**src/rtl/adder_8421.sv**
```systemverilog
// Sequential packed-BCD adder: one digit per clock, least-significant digit first.
// The result is the sum mod 10^DIGITS; c holds the last result and ready pulses once.
module adder_8421 #(
  parameter int DIGITS = 8
) (
  input  logic                  clk,
  input  logic                  rst,
  input  logic [4*DIGITS-1:0]   a,
  input  logic [4*DIGITS-1:0]   b,
  input  logic                  start,
  output logic [4*DIGITS-1:0]   c,
  output logic                  ready
);

  localparam int W  = 4 * DIGITS;
  localparam int IW = (DIGITS > 1) ? $clog2(DIGITS) : 1;

  typedef enum logic {IDLE, BUSY} state_t;

  state_t        state_reg, state_next;
  logic [W-1:0]  a_reg, b_reg, sum_reg, c_reg;
  logic          carry_reg, ready_reg;
  logic [IW-1:0] idx_reg;

  logic [4:0]    digit_sum;
  logic [3:0]    digit;
  logic          carry_next;
  logic          last_digit;
  logic [W-1:0]  sum_next;

  // Digit adder: binary sum, then +6 correction when the digit overflows 9.
  always_comb begin
    digit_sum  = {1'b0, a_reg[3:0]} + {1'b0, b_reg[3:0]} + {4'b0000, carry_reg};
    digit      = digit_sum[3:0];
    carry_next = 1'b0;
    if (digit_sum > 5'd9) begin
      digit      = digit_sum[3:0] + 4'd6;
      carry_next = 1'b1;
    end
  end

  assign last_digit = (idx_reg == IW'(DIGITS - 1));
  assign sum_next   = {digit, sum_reg[W-1:4]};

  always_comb begin
    state_next = state_reg;
    case (state_reg)
      IDLE:    if (start) state_next = BUSY;
      BUSY:    if (last_digit) state_next = IDLE;
      default: state_next = IDLE;
    endcase
  end

  always_ff @(posedge clk) begin
    if (rst) begin
      state_reg <= IDLE;
    end else begin
      state_reg <= state_next;
    end
  end

  always_ff @(posedge clk) begin
    if (rst) begin
      a_reg     <= '0;
      b_reg     <= '0;
      sum_reg   <= '0;
      c_reg     <= '0;
      carry_reg <= 1'b0;
      idx_reg   <= '0;
      ready_reg <= 1'b0;
    end else begin
      ready_reg <= 1'b0;
      case (state_reg)
        IDLE: begin
          if (start) begin
            a_reg     <= a;
            b_reg     <= b;
            carry_reg <= 1'b0;
            idx_reg   <= '0;
          end
        end
        BUSY: begin
          // Operands shift down so the current digit is always in the low nibble.
          a_reg     <= a_reg >> 4;
          b_reg     <= b_reg >> 4;
          carry_reg <= carry_next;
          sum_reg   <= sum_next;
          idx_reg   <= idx_reg + IW'(1);
          if (last_digit) begin
            c_reg     <= sum_next;
            ready_reg <= 1'b1;
          end
        end
        default: ;
      endcase
    end
  end

  assign c     = c_reg;
  assign ready = ready_reg;

endmodule

```
**config.mk**
```make
export PLATFORM = sky130hd
export DESIGN_NAME = adder_8421
export DESIGN_NICKNAME = d
export VERILOG_FILES = /design/src/rtl/adder_8421.sv
export SDC_FILE = /design/constraint.sdc
export NUM_CORES = 1
export LEC_CHECK = 0
export ABC_AREA = 1
export BUFFER_PORTS_ARGS = -buffer_cell sky130_fd_sc_hd__clkbuf_2
export CAP_MARGIN = 10
export CORE_MARGIN = 1.5
export CORE_UTILIZATION = 35
export CTS_CLUSTER_SIZE = 16
export DETAILED_ROUTE_END_ITERATION = 10
export PLACE_DENSITY_LB_ADDON = 0.1
export SLEW_MARGIN = 0
export SYNTH_ARGS = -nofsm -noshare
export SYNTH_HDL_FRONTEND = slang
export SYNTH_SLANG_ARGS = --single-unit
```
**constraint.sdc**
```tcl
create_clock -name clk -period 2.8 [get_ports clk]
set_input_delay 0.14 -clock clk [delete_from_list [all_inputs] [get_ports clk]]
set_output_delay 0.14 -clock clk [all_outputs]
set_load 0.03 [all_outputs]
```
==> results of run 1 <==
[layout by cell type, fill, tap and decap left out, types with 4 or more instances in the layout]
| master | netlist | routed |
|---|---|---|
| a22oi_1 | 15 | 15 |
| clkbuf_2 | 0 | 99 |
| inv_1 | 124 | 124 |
| o21ai_1 | 23 | 23 |
| o21ai_0 | 50 | 50 |
| a22o_1 | 4 | 4 |
| o211ai_1 | 11 | 11 |
| nand2_1 | 174 | 174 |
| o221ai_1 | 8 | 8 |
| ha_1 | 6 | 6 |
| clkbuf_16 | 0 | 17 |
| clkinv_2 | 0 | 4 |
| nand3_1 | 77 | 77 |
| a21oi_1 | 43 | 43 |
| buf_4 | 1 | 8 |
| dfxtp_1 | 130 | 129 |
| dlygate4sd3_1 | 0 | 8 |
| nor2_1 | 14 | 13 |
[worst paths after layout]
| kind | from | end | slack [ps] | cells past startpoint |
|---|---|---|---|---|
| setup / recovery | a_reg[0] | c[31] | 430 | 12 |
| hold / removal | a[11] | a_reg[11] | 30 | 5 |
| hold reg to reg | c[29] | c[29] | 450 | 2 |
| setup reg to reg | a_reg[0] | c[31] | 430 | 12 |
[layout make-up]
class                   instances  area [um2]
flip-flops and latches        130        2604
fillers                      1565        8454
inverters                     127       476.7
clock inverters                13       160.2
clock buffers                  19       442.9
repair buffers                116       655.6
multi-input cells             430        2117
well taps                     188       235.2
[power breakdown]
group          internal [uW]  switching [uW]  total [uW]
Sequential              1940            47.1        1990
Combinational            162             267         429
Clock                   1420             838        2260
[through the flow]
step           utilization [%]  instance area (um2)  hold WS [ps]  total power, uW  setup slack (ps)
6_report                 44.18                 6691         29.20             4676             432.9
3_3_place_gp             39.67                 6008         401.4             2441             562.7
5_1_grt                  44.18                 6691         32.00             4895             275.7
3_5_place_dp             39.67                 6008         404.4             2451             439.2
4_1_cts                  44.18                 6691         15.93             4739             426.6
2_1_floorplan                -                 5411         305.1             2315             676.4
[per-layer routing]
| metal | GRT usage, % | vias to the layer above | share of wire [%] |
|---|---|---|---|
| met3 | 4.774 | 10 | 4.4 |
| met4 | 6.751 | 0 | 1.2 |
| met5 | 0 | - | 0 |
| met1 | 21.59 | 2184 | 48 |
| li1 | - | 2523 | - |
| met2 | 28.55 | 94 | 47 |
[logic make-up (layout without fill, tap and decap cells)]
family,Yosys count,in the layout,synth area share (%)
AO/OA/AOI/OAI,154,154,16.28
AND/OR/NAND/NOR,268,268,20.58
buffers and inverters,174,275,12.93
adder cells (fa/ha/maj),8,8,2.127
flip-flops,130,130,48.09
[timing repair]
item                       4_1_cts  5_1_grt
hold buffers                     8        0
setup endpoints to repair        0        0
hold endpoints to repair         8        0
[worst max-delay path, cell delays in order, from the launching register on]
cell and delay [ps]:
dfxtp_1 330, fa_1 480, fa_1 410, nand2_1 100, nand2_1 90, ha_1 240, a21oi_1 140, nand2_1 120
nand2_1 140, nand2_1 80, nand2_1 60, nand2_1 60, nand2_1 60
==> flow_summary.toml, run 1 <==
[power]
cellLeakagePower_uw = 0.003337
vdd_ir_drop_max_uv = 428.3
p_per_area_mw_per_mm2 = 698.9

[global_routing]
grt_overflow = 0
grt_max_degree = 63
grt_pass1_wl_mm = 22.16
track_usage_pct = 17.34
antenna_found_initial = 0
grt_pass1_vias = 4612

[timing]
rsz0062_at_grt = "false"
min_period_ps = 2367
worst_pin_slew_ps = 715.8
finClkSkew_ps = 5.528
finalHoldViolCount = 0
period_share_pct = 84.54
relSlewSlack_pct = 52.23
setup_violations = 0
slew_violations = 0
finalSetupTns_ps = 0
max_freq_mhz = 422.5

[route]
drc = 0
viasPerCell = 4.703
avgRoutedWirePerCell_um = 12.99
routed_wl_mm = 13.29
antenna_left = 0
drt-initial-drc-count = 269
via_count = 4811
drt_first_pass_iters = 4

[worst_setup_path]
cp.required_ps = 3160
crit_arrival_ps = 2730
startpoint_type = "flip-flop"
cp-end-kind = "flip-flop"
crit_type = "flip-flop to flip-flop"
crit_fanout = 4

[placement]
dpl.cell_count = 983
hpwl_mm = 8.844
port_buffers = 99
place.gp.congestion = 0.7551

[clock_network]
cts_post_setup_buffers_inserted = 0
clockBufferDepth = 2
cts-htree-levels = 4
cts_sinks = 130
cts_buffers = 17
ctsResizeCount = 0
path_clk_slew_ps = 60
clk_latency_ps = 410
cts_tree = "done"
cts-root-buf = "clkbuf_16"

[logic_synthesis]
yosysMostFrequentCell = "nand2_1"
yosysTopAreaCell = "dfxtp_1"
yosysTopAreaCellShare_pct = 48.09
synthTopCellsByArea = "dfxtp_1, nand2_1, inv_1"
avgSynthCellArea_um2 = 7.373
syn_inst = 734
netlist_area_mm2 = 0.005411
ys_seq_elements = 130
synth_edf_count = 0
yosysSeqAreaShare_pct = 48.09
ys_warn_count = 0
ys.flop_type = "dfxtp_1"
synth_fp_nets = 809
ys_async_sr_fraction_pct = 0
synth_cell_types = 23
synthTopCellsByCount = "nand2_1, dfxtp_1, inv_1"

[floorplanning]
rows = 45
start_util_pct = 35.73
fp.dieW_um = 127.3
pin_count = 100
die-area_mm2 = 0.01622
die_height_um = 127.3
core_area_mm2 = 0.01515

[cells_and_area]
antenna_cells = 0
final_nets = 897
layout-drive-gt1-share_pct = 17.49
area_growth_pct = 23.65
fin_cells = 1023

[status]
outcome = "complete, no violations"

[job]
max_cap_viol_count = 0

[min_path]
hold_path.class = "primary input to flip-flop"
Note: power is estimated with default switching activity, not from simulation.
==> inputs of run 2 (changes only) <==
- clock period: 2.8 -> 2.35 ns (I/O delays scaled with it)
==> run 2 against run 1 <==
Compared with the run above: global-route usage is 0.25 points higher; clock skew is 0.98 ps lower; utilization rose by 1.0 points; routed wire length up 2.4%; highest routed layer unchanged; die area is the same; sequential cell count unchanged; critical endpoint is now sum_reg[29]; worst hold slack lost 8.0 ps; via count increased by 1.6%; combinational power grew 28%; clock power is 21% higher; non-clock buffer count up 11.
==> flow_summary.toml, run 2 (synthesis gave the netlist of run 1 again) <==
[placement]
hpwl_mm = 8.882
port_buffers = 99
place.gp.congestion = 0.7556

[timing]
period_share_pct = 96.20
setup_violations = 0
worst_pin_slew_ps = 692.6
finClkSkew_ps = 4.549
finalHoldViolCount = 0
finalSetupTns_ps = 0
slew_violations = 0
whs_ps = 21.24
relSlewSlack_pct = 53.78
min_period_ps = 2261
max_freq_mhz = 442.3

[floorplanning]
die-area_mm2 = 0.01622
fp.dieW_um = 127.3
start_util_pct = 35.73
rows = 45
die_height_um = 127.3
core_area_mm2 = 0.01515
pin_count = 100

[global_routing]
busiest_layer = "met2"
grt_max_degree = 58
grt_pass1_vias = 4680
use_met2_pct = 28.84
track_usage_pct = 17.60
antenna_found_initial = 0
grt_pass1_wl_mm = 22.47
use_met3_pct = 4.732
grt_overflow = 0
met1_usage_pct = 22.36

[cells_and_area]
mostFrequentLayoutCell = "nand2_1"
final_core_utilization_pct = 45.20
fillerInstances = 1595
layout-drive-gt1-share_pct = 18.68
ff_latch_area_mm2 = 0.002604
final_nets = 908
antenna_cells = 0
layout_common_cells = "nand2_1, dfxtp_1, inv_1"
area_growth_pct = 26.50
multiInputGateArea_mm2 = 0.002138

[job]
max_cap_viol_count = 0

[clock_network]
clockBufferDepth = 2
cts_tree = "done"
clk_latency_ps = 410
cts-root-buf = "clkbuf_16"
cts-htree-levels = 4
path_clk_slew_ps = 60
cts_sinks = 130
cts_buffers = 17

[route]
drt_first_pass_iters = 4
via_count = 4887
viasPerCell = 4.726
drt-initial-drc-count = 257
routed_wl_mm = 13.61
avgRoutedWirePerCell_um = 13.17
antenna_left = 0
drc = 0

[status]
outcome = "complete, no violations"

[worst_setup_path]
crit_arrival_ps = 2570
cp-end-kind = "flip-flop"
cp-startpoint = "carry_reg"
startpoint_type = "flip-flop"
r2r-start = "carry_reg"
crit_fanout = 4
cp.required_ps = 2660
crit_type = "flip-flop to flip-flop"

[min_path]
hold_path.class = "primary input to flip-flop"
min_from = "b[25]"

[power]
p_per_area_mw_per_mm2 = 825.3
cellLeakagePower_uw = 0.003389
vdd_ir_drop_max_uv = 518.5
## run 2: worst paths after layout
path                  to  slack, ps  depth (start not counted)
max reg2reg  sum_reg[29]         90                         11
min            b_reg[25]         20                          5
min reg2reg        c[16]        460                          2
max          sum_reg[29]         90                         11
## run 2: report_power, final
group	internal, uW	switching, uW	total (uW)
logic	213	337	549
clock network	1750	986	2740
registers	2310	50.9	2360
## run 2: cell type report
| class | count | share of cell area (%) |
|---|---|---|
| flip-flops and latches | 130 | 38.04 |
| multi-input cells | 430 | 31.24 |
| clock buffers | 20 | 6.818 |
| inverters | 127 | 6.964 |
| repair buffers | 127 | 11.22 |
| clock inverters | 12 | 2.285 |
| well taps | 188 | 3.436 |
## run 2: what timing repair did
action | in CTS | in global routing
buffers inserted | 0 | 2
endpoints found under the setup margin | 1 | 6
hold buffers | 15 | 0
hold endpoints to repair | 15 | 0
pin swaps | 0 | 2
gates resized for setup | 1 | 6
## run 2: per-stage QoR
stage          power, uW  cells  setup WS (ps)  area, um2
6_report            5649   1034          89.30       6845
2_1_floorplan       2759    734          226.4       5411
4_1_cts             5712   1032          67.32       6812
5_1_grt             5922   1034         -45.87       6845
3_5_place_dp        2927    985          18.82       6036
3_3_place_gp        2913    985          113.3       6036
## run 2: routing by layer
layer / up-vias / wire, um
met5: - / 0
met2: 101 / 6314
li1: 2545 / -
met1: 2229 / 6608
met3: 12 / 525
met4: 0 / 163
## run 2: critical path, cell delays in order (launching register included)
cell and delay (ps):
dfxtp_1 330, fa_2 410, fa_2 460, buf_4 150, nor2_1 180, a21oi_2 100, nand2_2 120, nand2_2 90
nand2_1 100, nand3_1 80, nand2_1 90, inv_1 40
